--- src/rtl/qdiv_pkg.sv ---
// Shared constants for the sequential fixed-point divider: FSM state encodings,
// saturation limits at the default width, and the bit-counter width helper.
package qdiv_pkg;

  localparam logic [1:0] StIdle = 2'd0;
  localparam logic [1:0] StCalc = 2'd1;
  localparam logic [1:0] StDone = 2'd2;

  // Saturation limits at the default word width (N = 32).
  localparam logic [31:0] QMAX = 32'h7FFF_FFFF;
  localparam logic [31:0] QMIN = 32'h8000_0000;

  function automatic int unsigned cnt_width(input int unsigned n, input int unsigned q);
    return $clog2(n + q);
  endfunction

endpackage

--- src/rtl/qdiv_seq_if.sv ---
// Operand/result handshake bundle for qdiv_seq. Signal names keep the
// divider's own i_/o_ view; master drives operands and consumes results.
interface qdiv_seq_if
  import qdiv_pkg::*;
#(
  parameter int unsigned N = 32
);

  logic         i_valid;
  logic         o_ready;
  logic [N-1:0] i_dividend;
  logic [N-1:0] i_divisor;
  logic         o_valid;
  logic         i_ready;
  logic [N-1:0] o_quotient;
  logic         o_ovr;
  logic         o_dz;

  modport master (
    output i_valid, i_dividend, i_divisor, i_ready,
    input  o_ready, o_valid, o_quotient, o_ovr, o_dz
  );

  modport slave (
    input  i_valid, i_dividend, i_divisor, i_ready,
    output o_ready, o_valid, o_quotient, o_ovr, o_dz
  );

endinterface

--- src/rtl/qdiv_sat.sv ---
// Converts the raw (N+Q)-bit magnitude quotient plus sign into a signed (N,Q)
// result, saturating on overflow and forcing the limit value on divide by zero.
module qdiv_sat
  import qdiv_pkg::*;
#(
  parameter int unsigned Q = 15,
  parameter int unsigned N = 32
) (
  input  logic [N+Q-1:0] mag,
  input  logic           sign,
  input  logic           dz,
  output logic [N-1:0]   quotient,
  output logic           ovr,
  output logic           dz_out
);

  localparam logic [N-1:0] QMaxN = {1'b0, {(N-1){1'b1}}};
  localparam logic [N-1:0] QMinN = {1'b1, {(N-1){1'b0}}};

  logic hi_nz;
  logic pos_ovr;
  logic neg_ovr;

  assign hi_nz   = |mag[N+Q-1:N];
  // Positive limit is 2^(N-1)-1; negative side may reach exactly 2^(N-1).
  assign pos_ovr = hi_nz | mag[N-1];
  assign neg_ovr = hi_nz | (mag[N-1] & (|mag[N-2:0]));

  always_comb begin
    quotient = mag[N-1:0];
    ovr      = 1'b0;
    dz_out   = dz;
    if (dz) begin
      quotient = sign ? QMinN : QMaxN;
    end else if (sign) begin
      if (neg_ovr) begin
        quotient = QMinN;
        ovr      = 1'b1;
      end else begin
        quotient = ~mag[N-1:0] + 1'b1;
      end
    end else if (pos_ovr) begin
      quotient = QMaxN;
      ovr      = 1'b1;
    end
  end

endmodule

--- src/rtl/qdiv_seq.sv ---
// Sequential signed (N,Q) divider: restoring long division of |dividend|<<Q by
// |divisor|, one quotient bit per clock, with saturation and divide-by-zero flag.
module qdiv_seq
  import qdiv_pkg::*;
#(
  parameter int unsigned Q = 15,
  parameter int unsigned N = 32
) (
  input  logic      i_clk,
  input  logic      i_rst_n,
  qdiv_seq_if.slave bus
);

  localparam int unsigned CntW = cnt_width(N, Q);
  localparam int unsigned W    = N + Q;

  logic [1:0]      state_q, state_d;
  logic [CntW-1:0] cnt_q, cnt_d;
  logic [N:0]      rem_q, rem_d;
  // Holds the shifted dividend; quotient bits enter at the LSB as dividend bits leave.
  logic [W-1:0]    work_q, work_d;
  logic [N-1:0]    dvs_q, dvs_d;
  logic            sign_q, sign_d;
  logic            dz_q, dz_d;
  logic            valid_q, valid_d;
  logic [N-1:0]    quot_q, quot_d;
  logic            ovr_q, ovr_d;
  logic            dzo_q, dzo_d;

  logic [N-1:0]    abs_dvd;
  logic [N-1:0]    abs_dvs;
  logic [N+1:0]    rem_sh;
  logic [N+1:0]    rem_diff;
  logic            q_bit;

  logic [N-1:0]    sat_quot;
  logic            sat_ovr;
  logic            sat_dz;

  assign abs_dvd = bus.i_dividend[N-1] ? (~bus.i_dividend + 1'b1) : bus.i_dividend;
  assign abs_dvs = bus.i_divisor[N-1]  ? (~bus.i_divisor + 1'b1)  : bus.i_divisor;

  assign rem_sh   = {rem_q, work_q[W-1]};
  assign rem_diff = rem_sh - {2'b00, dvs_q};
  assign q_bit    = (rem_sh >= {2'b00, dvs_q});

  qdiv_sat #(
    .Q (Q),
    .N (N)
  ) u_sat (
    .mag      (work_q),
    .sign     (sign_q),
    .dz       (dz_q),
    .quotient (sat_quot),
    .ovr      (sat_ovr),
    .dz_out   (sat_dz)
  );

  always_comb begin
    state_d = state_q;
    cnt_d   = cnt_q;
    rem_d   = rem_q;
    work_d  = work_q;
    dvs_d   = dvs_q;
    sign_d  = sign_q;
    dz_d    = dz_q;
    valid_d = valid_q;
    quot_d  = quot_q;
    ovr_d   = ovr_q;
    dzo_d   = dzo_q;
    case (state_q)
      StIdle: begin
        if (bus.i_valid) begin
          work_d  = {abs_dvd, {Q{1'b0}}};
          dvs_d   = abs_dvs;
          // A zero divisor has a clear sign bit, so this is the dividend sign for dz.
          sign_d  = bus.i_dividend[N-1] ^ bus.i_divisor[N-1];
          dz_d    = (bus.i_divisor == '0);
          rem_d   = '0;
          cnt_d   = CntW'(W - 1);
          state_d = (bus.i_divisor == '0) ? StDone : StCalc;
        end
      end
      StCalc: begin
        rem_d  = q_bit ? rem_diff[N:0] : rem_sh[N:0];
        work_d = {work_q[W-2:0], q_bit};
        cnt_d  = cnt_q - 1'b1;
        if (cnt_q == '0) begin
          state_d = StDone;
        end
      end
      StDone: begin
        // First DONE cycle registers the saturated result; then wait for consume.
        if (!valid_q) begin
          valid_d = 1'b1;
          quot_d  = sat_quot;
          ovr_d   = sat_ovr;
          dzo_d   = sat_dz;
        end else if (bus.i_ready) begin
          valid_d = 1'b0;
          state_d = StIdle;
        end
      end
      default: begin
        state_d = StIdle;
        valid_d = 1'b0;
      end
    endcase
  end

  always_ff @(posedge i_clk) begin
    if (!i_rst_n) begin
      state_q <= StIdle;
      cnt_q   <= '0;
      rem_q   <= '0;
      work_q  <= '0;
      dvs_q   <= '0;
      sign_q  <= 1'b0;
      dz_q    <= 1'b0;
      valid_q <= 1'b0;
      quot_q  <= '0;
      ovr_q   <= 1'b0;
      dzo_q   <= 1'b0;
    end else begin
      state_q <= state_d;
      cnt_q   <= cnt_d;
      rem_q   <= rem_d;
      work_q  <= work_d;
      dvs_q   <= dvs_d;
      sign_q  <= sign_d;
      dz_q    <= dz_d;
      valid_q <= valid_d;
      quot_q  <= quot_d;
      ovr_q   <= ovr_d;
      dzo_q   <= dzo_d;
    end
  end

  assign bus.o_ready    = (state_q == StIdle);
  assign bus.o_valid    = valid_q;
  assign bus.o_quotient = quot_q;
  assign bus.o_ovr      = ovr_q;
  assign bus.o_dz       = dzo_q;

endmodule

--- src/flat_wrapper.sv ---
// flat-port wrapper written by rule: the top's interface ports become plain ports
module qdiv_seq_flat import qdiv_pkg::*;
#(
  parameter int unsigned Q = 15,
  parameter int unsigned N = 32
)
  (i_clk, i_rst_n, bus_i_valid, bus_i_dividend, bus_i_divisor, bus_i_ready, bus_o_ready, bus_o_valid, bus_o_quotient, bus_o_ovr, bus_o_dz);
  qdiv_seq_if #(.N(N)) bus_i ();
  input  logic i_clk;
  input  logic i_rst_n;
  input wire logic [$bits(bus_i.i_valid)-1:0] bus_i_valid;
  input wire logic [$bits(bus_i.i_dividend)-1:0] bus_i_dividend;
  input wire logic [$bits(bus_i.i_divisor)-1:0] bus_i_divisor;
  input wire logic [$bits(bus_i.i_ready)-1:0] bus_i_ready;
  output wire logic [$bits(bus_i.o_ready)-1:0] bus_o_ready;
  output wire logic [$bits(bus_i.o_valid)-1:0] bus_o_valid;
  output wire logic [$bits(bus_i.o_quotient)-1:0] bus_o_quotient;
  output wire logic [$bits(bus_i.o_ovr)-1:0] bus_o_ovr;
  output wire logic [$bits(bus_i.o_dz)-1:0] bus_o_dz;
  assign bus_i.i_valid = bus_i_valid;
  assign bus_i.i_dividend = bus_i_dividend;
  assign bus_i.i_divisor = bus_i_divisor;
  assign bus_i.i_ready = bus_i_ready;
  assign bus_o_ready = bus_i.o_ready;
  assign bus_o_valid = bus_i.o_valid;
  assign bus_o_quotient = bus_i.o_quotient;
  assign bus_o_ovr = bus_i.o_ovr;
  assign bus_o_dz = bus_i.o_dz;
  qdiv_seq #(.Q(Q), .N(N)) u_core (.i_clk(i_clk), .i_rst_n(i_rst_n), .bus(bus_i));
endmodule
--- config.mk ---
export PLATFORM = sky130hd
export DESIGN_NAME = qdiv_seq_flat
export DESIGN_NICKNAME = d
export VERILOG_FILES = /design/src/rtl/qdiv_pkg.sv /design/src/rtl/qdiv_seq_if.sv /design/src/rtl/qdiv_sat.sv /design/src/rtl/qdiv_seq.sv /design/src/flat_wrapper.sv
export SDC_FILE = /design/constraint.sdc
export NUM_CORES = 1
export LEC_CHECK = 0
export BUFFER_PORTS_ARGS = -buffer_cell sky130_fd_sc_hd__buf_4
export CAP_MARGIN = 10
export CORE_MARGIN = 4
export CORE_UTILIZATION = 54
export DETAILED_ROUTE_END_ITERATION = 6
export GPL_TIMING_DRIVEN = 0
export PLACE_DENSITY = 0.82
export SYNTH_ARGS = -nofsm -noshare
export SYNTH_HDL_FRONTEND = slang
export SYNTH_HIERARCHICAL = 1
export SYNTH_SLANG_ARGS = --single-unit
--- constraint.sdc ---
create_clock -name i_clk -period 2.91 [get_ports i_clk]
set_input_delay 0.1455 -clock i_clk [delete_from_list [all_inputs] [get_ports i_clk]]
set_output_delay 0.1455 -clock i_clk [all_outputs]
set_load 0.01 [all_outputs]
==> tab_implementation.tex <==
\begin{tabular}{lr}
\hline
Metric & Value \\
\hline
\multicolumn{2}{l}{\textbf{Yosys}} \\
Most used DFF post-synth & dfxtp\_1 \\
Post-synthesis area per instance & 7.80 sq um \\
Share of async-settable or async-resettable flops after synthesis & 0 \\
Total number of yosys warnings & 6 \\
Count of distinct cell types in the synthesized netlist & 78 \\
Area of the mapped netlist & 10200 sq um \\
Proportion of netlist area held by the largest area contributor & 0.309 \\
Count of state elements after synthesis & 157 \\
Cell type contributing the most total cell area after synthesis & dfxtp\_1 \\
Share of synthesized area occupied by flip-flops and latches & 0.309 \\
EDFF count, synth & 0 \\
Net Count, Synth & 1408 \\
Cell types occupying the most area after synthesis & dfxtp\_1, a21oi\_1, nand2\_1 \\
Cell count after synthesis & 1302 \\
\multicolumn{2}{l}{\textbf{Setup path}} \\
CP arrival & 3160 ps \\
Slowest-stage cell, CP & fa\_1 \\
Category of the critical setup timing path & reg2reg \\
Reg-to-reg slack, setup & 50 ps \\
Worst EP required & 3210 ps \\
Count of buffering cells on the critical path with inverters included & 2 \\
Critical path cell sequence & inv\_1 -> ha\_1 -> fa\_1 -> nor2b\_2 -> o31a\_1 -> o31ai\_4 -> a21oi\_2 -> o31ai\_4 -> and2\_4 -> clkbuf\_4 -> a32oi\_1 -> o21ai\_0 \\
Critical-path maximum fanout & 10 \\
Worst reg2reg endpoint & u\_core/rem\_q[28]\$\_SDFFE\_PN0P\_ \\
Critical path's most frequent cell & o31ai\_4 \\
Largest delay contributor family on the critical path & compound AO/OA/AOI/OAI gates \\
Element type at the critical path start & flop \\
Longest individual stage delay on the worst path & 420 ps \\
Launch point of the worst reg-to-reg path & u\_core/work\_q[46]\$\_SDFFE\_PN0P\_ \\
Sort of element at the end of the critical path & flop \\
Cells on worst reg2reg path & 12 \\
\multicolumn{2}{l}{\textbf{Route}} \\
Post-detailed-routing wire length & 29800 microns \\
DR DRC count & 0 \\
Via density per instance & 6.22 \\
Drt initial violations & between 900 and 1000 \\
Number of antenna-violating nets in the routed design & 0 \\
First-pass iteration count of the detailed router & 6 \\
Routed WL per cell & 17.9 microns \\
Via count & 10400 \\
\multicolumn{2}{l}{\textbf{Pwr}} \\
Clock Power Share & 0.291 \\
Logic pwr share & 0.384 \\
Power Internal & 0.00490 W \\
Lkg Pwr & around 4.6 nW \\
Total net switching power & about 0.0029 W \\
Fraction of power consumed by sequential logic & 0.324 \\
P per Cell Area & 652 nW/um\^{}2 \\
Switching part of the total & 0.371 \\
Peak supply drop & between 0.4 and 0.5 mV \\
\multicolumn{2}{l}{\textbf{STA}} \\
Unrepaired setup endpoints after global routing & false \\
Final setup slack of the worst path & 50.6 ps \\
Rel. slew slack & 0.337 \\
Minimum clock period after layout & $\sim$2900 ps \\
Count of endpoints failing hold in the final timing report & 0 \\
Actual slew at the worst max-slew pin & 991 ps \\
TNS Setup & 0 ps \\
Max-slew violation count & 0 \\
Max Freq & 0.350 GHz \\
Clock Skew & 8.48 ps \\
Number of setup violations in the final report & 0 \\
Ratio of final minimum period to clock period & 0.983 \\
\multicolumn{2}{l}{\textbf{Cells and area}} \\
Relative area change from synthesis to final layout & 17.7\% \\
Share of final-layout standard cells stronger than drive strength 1 & 0.150 \\
Number of nets in the layout & 1530 \\
Top library cells by usage in the layout, fill and taps aside & nand2\_1, dfxtp\_1, a21oi\_1 \\
Inserted Diodes & 0 \\
Cell Count, Final, Fillers Out & 1666 \\
Most frequent standard cell in the layout excluding fill and tap cells & nand2\_1 \\
\multicolumn{2}{l}{\textbf{Placement}} \\
HPWL after DPL & 22300 microns \\
Count of input and output buffers & 103 \\
Setup slack at placement & -969 ps \\
Cell count after placement & 1634 \\
Global placement routability congestion & $\sim$0.98 \\
\multicolumn{2}{l}{\textbf{Global route}} \\
Wire length of the first global-routing pass & 48200 microns \\
GR Overflow Total & 0 \\
Maximum number of pins on one net before global-route repair & 17 \\
Global-route total usage across every layer & 0.273 \\
Vias in the first global route & $\sim$9600 \\
Number of antenna violations at the first check in global routing & 0 \\
\multicolumn{2}{l}{\textbf{Clock tree}} \\
Count of clock tree sinks & 157 \\
Clock Tree Root & clkbuf\_16 \\
Post-CTS Hold Buffers & 0 \\
Clk Latency, worst-skew pair & 430 ps \\
Clock buffer count from CTS & 17 \\
CTS H-tree lvls & 4 \\
Clock transition at path regs & approximately 60 ps \\
Clock Path Buffers & 2 \\
Clock tree from TritonCTS & built \\
\multicolumn{2}{l}{\textbf{Worst hold path}} \\
Hold endpoint & u\_core/work\_q[45]\$\_SDFFE\_PN0P\_ \\
Hold/Removal Path Class & in2reg \\
Worst Hold Depth & 3 \\
Hold path startpoint & bus\_i\_dividend[30] \\
\multicolumn{2}{l}{\textbf{Floorplanning}} \\
Effective utilization at floorplan & 0.558 \\
Number of placed I/O pins & 104 \\
Area of the placeable core & roughly 18000 sq um \\
Height of the die & 145 microns \\
Row cnt & 49 \\
DIE AREA & 21100 sq um \\
Horizontal extent of the die & $\sim$150 microns \\
\multicolumn{2}{l}{\textbf{Job}} \\
Max-cap viol count & 0 \\
\multicolumn{2}{l}{\textbf{Status}} \\
Result of the run & finished, final reports clean \\
\hline
\end{tabular}
## power groups by stage
stage | Combinational (W) | Sequential (W) | Clock, W
global placement | 0.00275 | 0.00256 | 0
finish | 0.00299 | 0.00253 | 0.00227
floorplan | 0.00208 | 0.00252 | 0
global route | 0.00327 | 0.00255 | 0.00240
detailed placement | 0.00280 | 0.00256 | 0
CTS | 0.00288 | 0.00252 | 0.00229
## registers in the layout, indices dropped and copies added, names as in the netlist
name	flops
u_core/sign_q	1
u_core/bus.o_dz	1
u_core/state_q	2
u_core/cnt_q	6
u_core/dvs_q	32
u_core/rem_q	33
u_core/bus.o_quotient	32
u_core/dz_q	1
u_core/bus.o_valid	1
u_core/work_q	47
u_core/bus.o_ovr	1
## how the worst max path moves through the flow
stage                                              start                             to  slack, ps  cells past startpoint
after floorplan             u_core/dvs_q[2]$_SDFFE_PN0P_   u_core/rem_q[1]$_SDFFE_PN0P_         90                     11
after global placement    u_core/work_q[46]$_SDFFE_PN0P_  u_core/rem_q[28]$_SDFFE_PN0P_       -850                     12
after detailed placement  u_core/work_q[46]$_SDFFE_PN0P_  u_core/rem_q[28]$_SDFFE_PN0P_       -970                     12
after CTS                 u_core/work_q[46]$_SDFFE_PN0P_  u_core/rem_q[29]$_SDFFE_PN0P_       -0.6                     12
after global routing      u_core/work_q[46]$_SDFFE_PN0P_  u_core/rem_q[30]$_SDFFE_PN0P_          3                     12
final                     u_core/work_q[46]$_SDFFE_PN0P_  u_core/rem_q[28]$_SDFFE_PN0P_         50                     12
## Yosys cell counts (all sizes together) (4+ instances only)
library cell,count
a21boi,5
o21a,5
ha,37
and3,12
xnor2,49
nor2b,8
clkbuf,66
a32oi,14
and2,6
o21ai,74
or3,8
o41ai,8
nor3,35
nor2,100
mux2i,14
a31oi,11
nand4,20
buf,16
a21o,15
xor2,61
or2,8
a21oi,126
o31ai,27
o22ai,16
or4,13
nor4,14
nand4b,4
nand2b,7
dfxtp,157
inv,49
a22oi,21
nand2,168
a221oi,6
nand3,30
a211oi,54
a311oi,5
## layout make-up
type                    count  area (sq um)
repair buffers            107           803
multi-input cells        1014          6590
flip-flops and latches    157          3140
plain buffers              78           347
inverters                  49           184
well taps                 229           287
fillers                  1581          6250
clock buffers              22           474
clock inverters            10           126
## metrics by stage
step | cell area (sq um) | hold slack (ps) | power (W) | utilization
after floorplan | 10200 | 281 | 0.00460 | -
after global placement | 11200 | 437 | 0.00531 | 0.616
after detailed placement | 11200 | 442 | 0.00536 | 0.616
after CTS | 11900 | 4.72 | 0.00770 | 0.655
after global routing | 12000 | 7.73 | 0.00822 | 0.657
final | 12000 | 9.80 | 0.00779 | 0.657
## cells by family (layout without fill, tap and decap cells)
kind of cell / count (synthesis) / after routing / synth area share
AO/OA/AOI/OAI: 406 / 406 / 0.271
XOR/XNOR: 110 / 110 / 0.0948
adder cells (fa/ha/maj): 38 / 38 / 0.0475
buffers and inverters: 131 / 266 / 0.0514
flip-flops: 157 / 157 / 0.309
multiplexers: 15 / 15 / 0.0149
AND/OR/NAND/NOR: 445 / 445 / 0.211
## layer usage
| metal | vias up | global-route usage | share of wire |
|---|---|---|---|
| met3 | 59 | 0.0471 | 0.075 |
| met1 | 4932 | 0.375 | 0.44 |
| met4 | 0 | 0.0935 | 0.029 |
| met5 | - | 0 | 0 |
| li1 | 4958 | - | - |
| met2 | 417 | 0.437 | 0.46 |
## worst register-to-register path: stages, from the launching register on
cell      delay [ps]
dfxtp_2          370
inv_1             50
ha_1             210
fa_1             420
nor2b_2          160
o31a_1           260
o31ai_4          100
a21oi_2          240
o31ai_4          130
and2_4           210
clkbuf_4         190
a32oi_1          240
o21ai_0          140
## repair_timing
| item | 4_1_cts | 5_1_grt |
|---|---|---|
| resized for setup | 18 | 18 |
| endpoints found under the setup margin | 34 | 30 |
| pin swaps | 3 | 5 |
| buffers inserted | 4 | 0 |
Power figures use the tool's default switching activity.
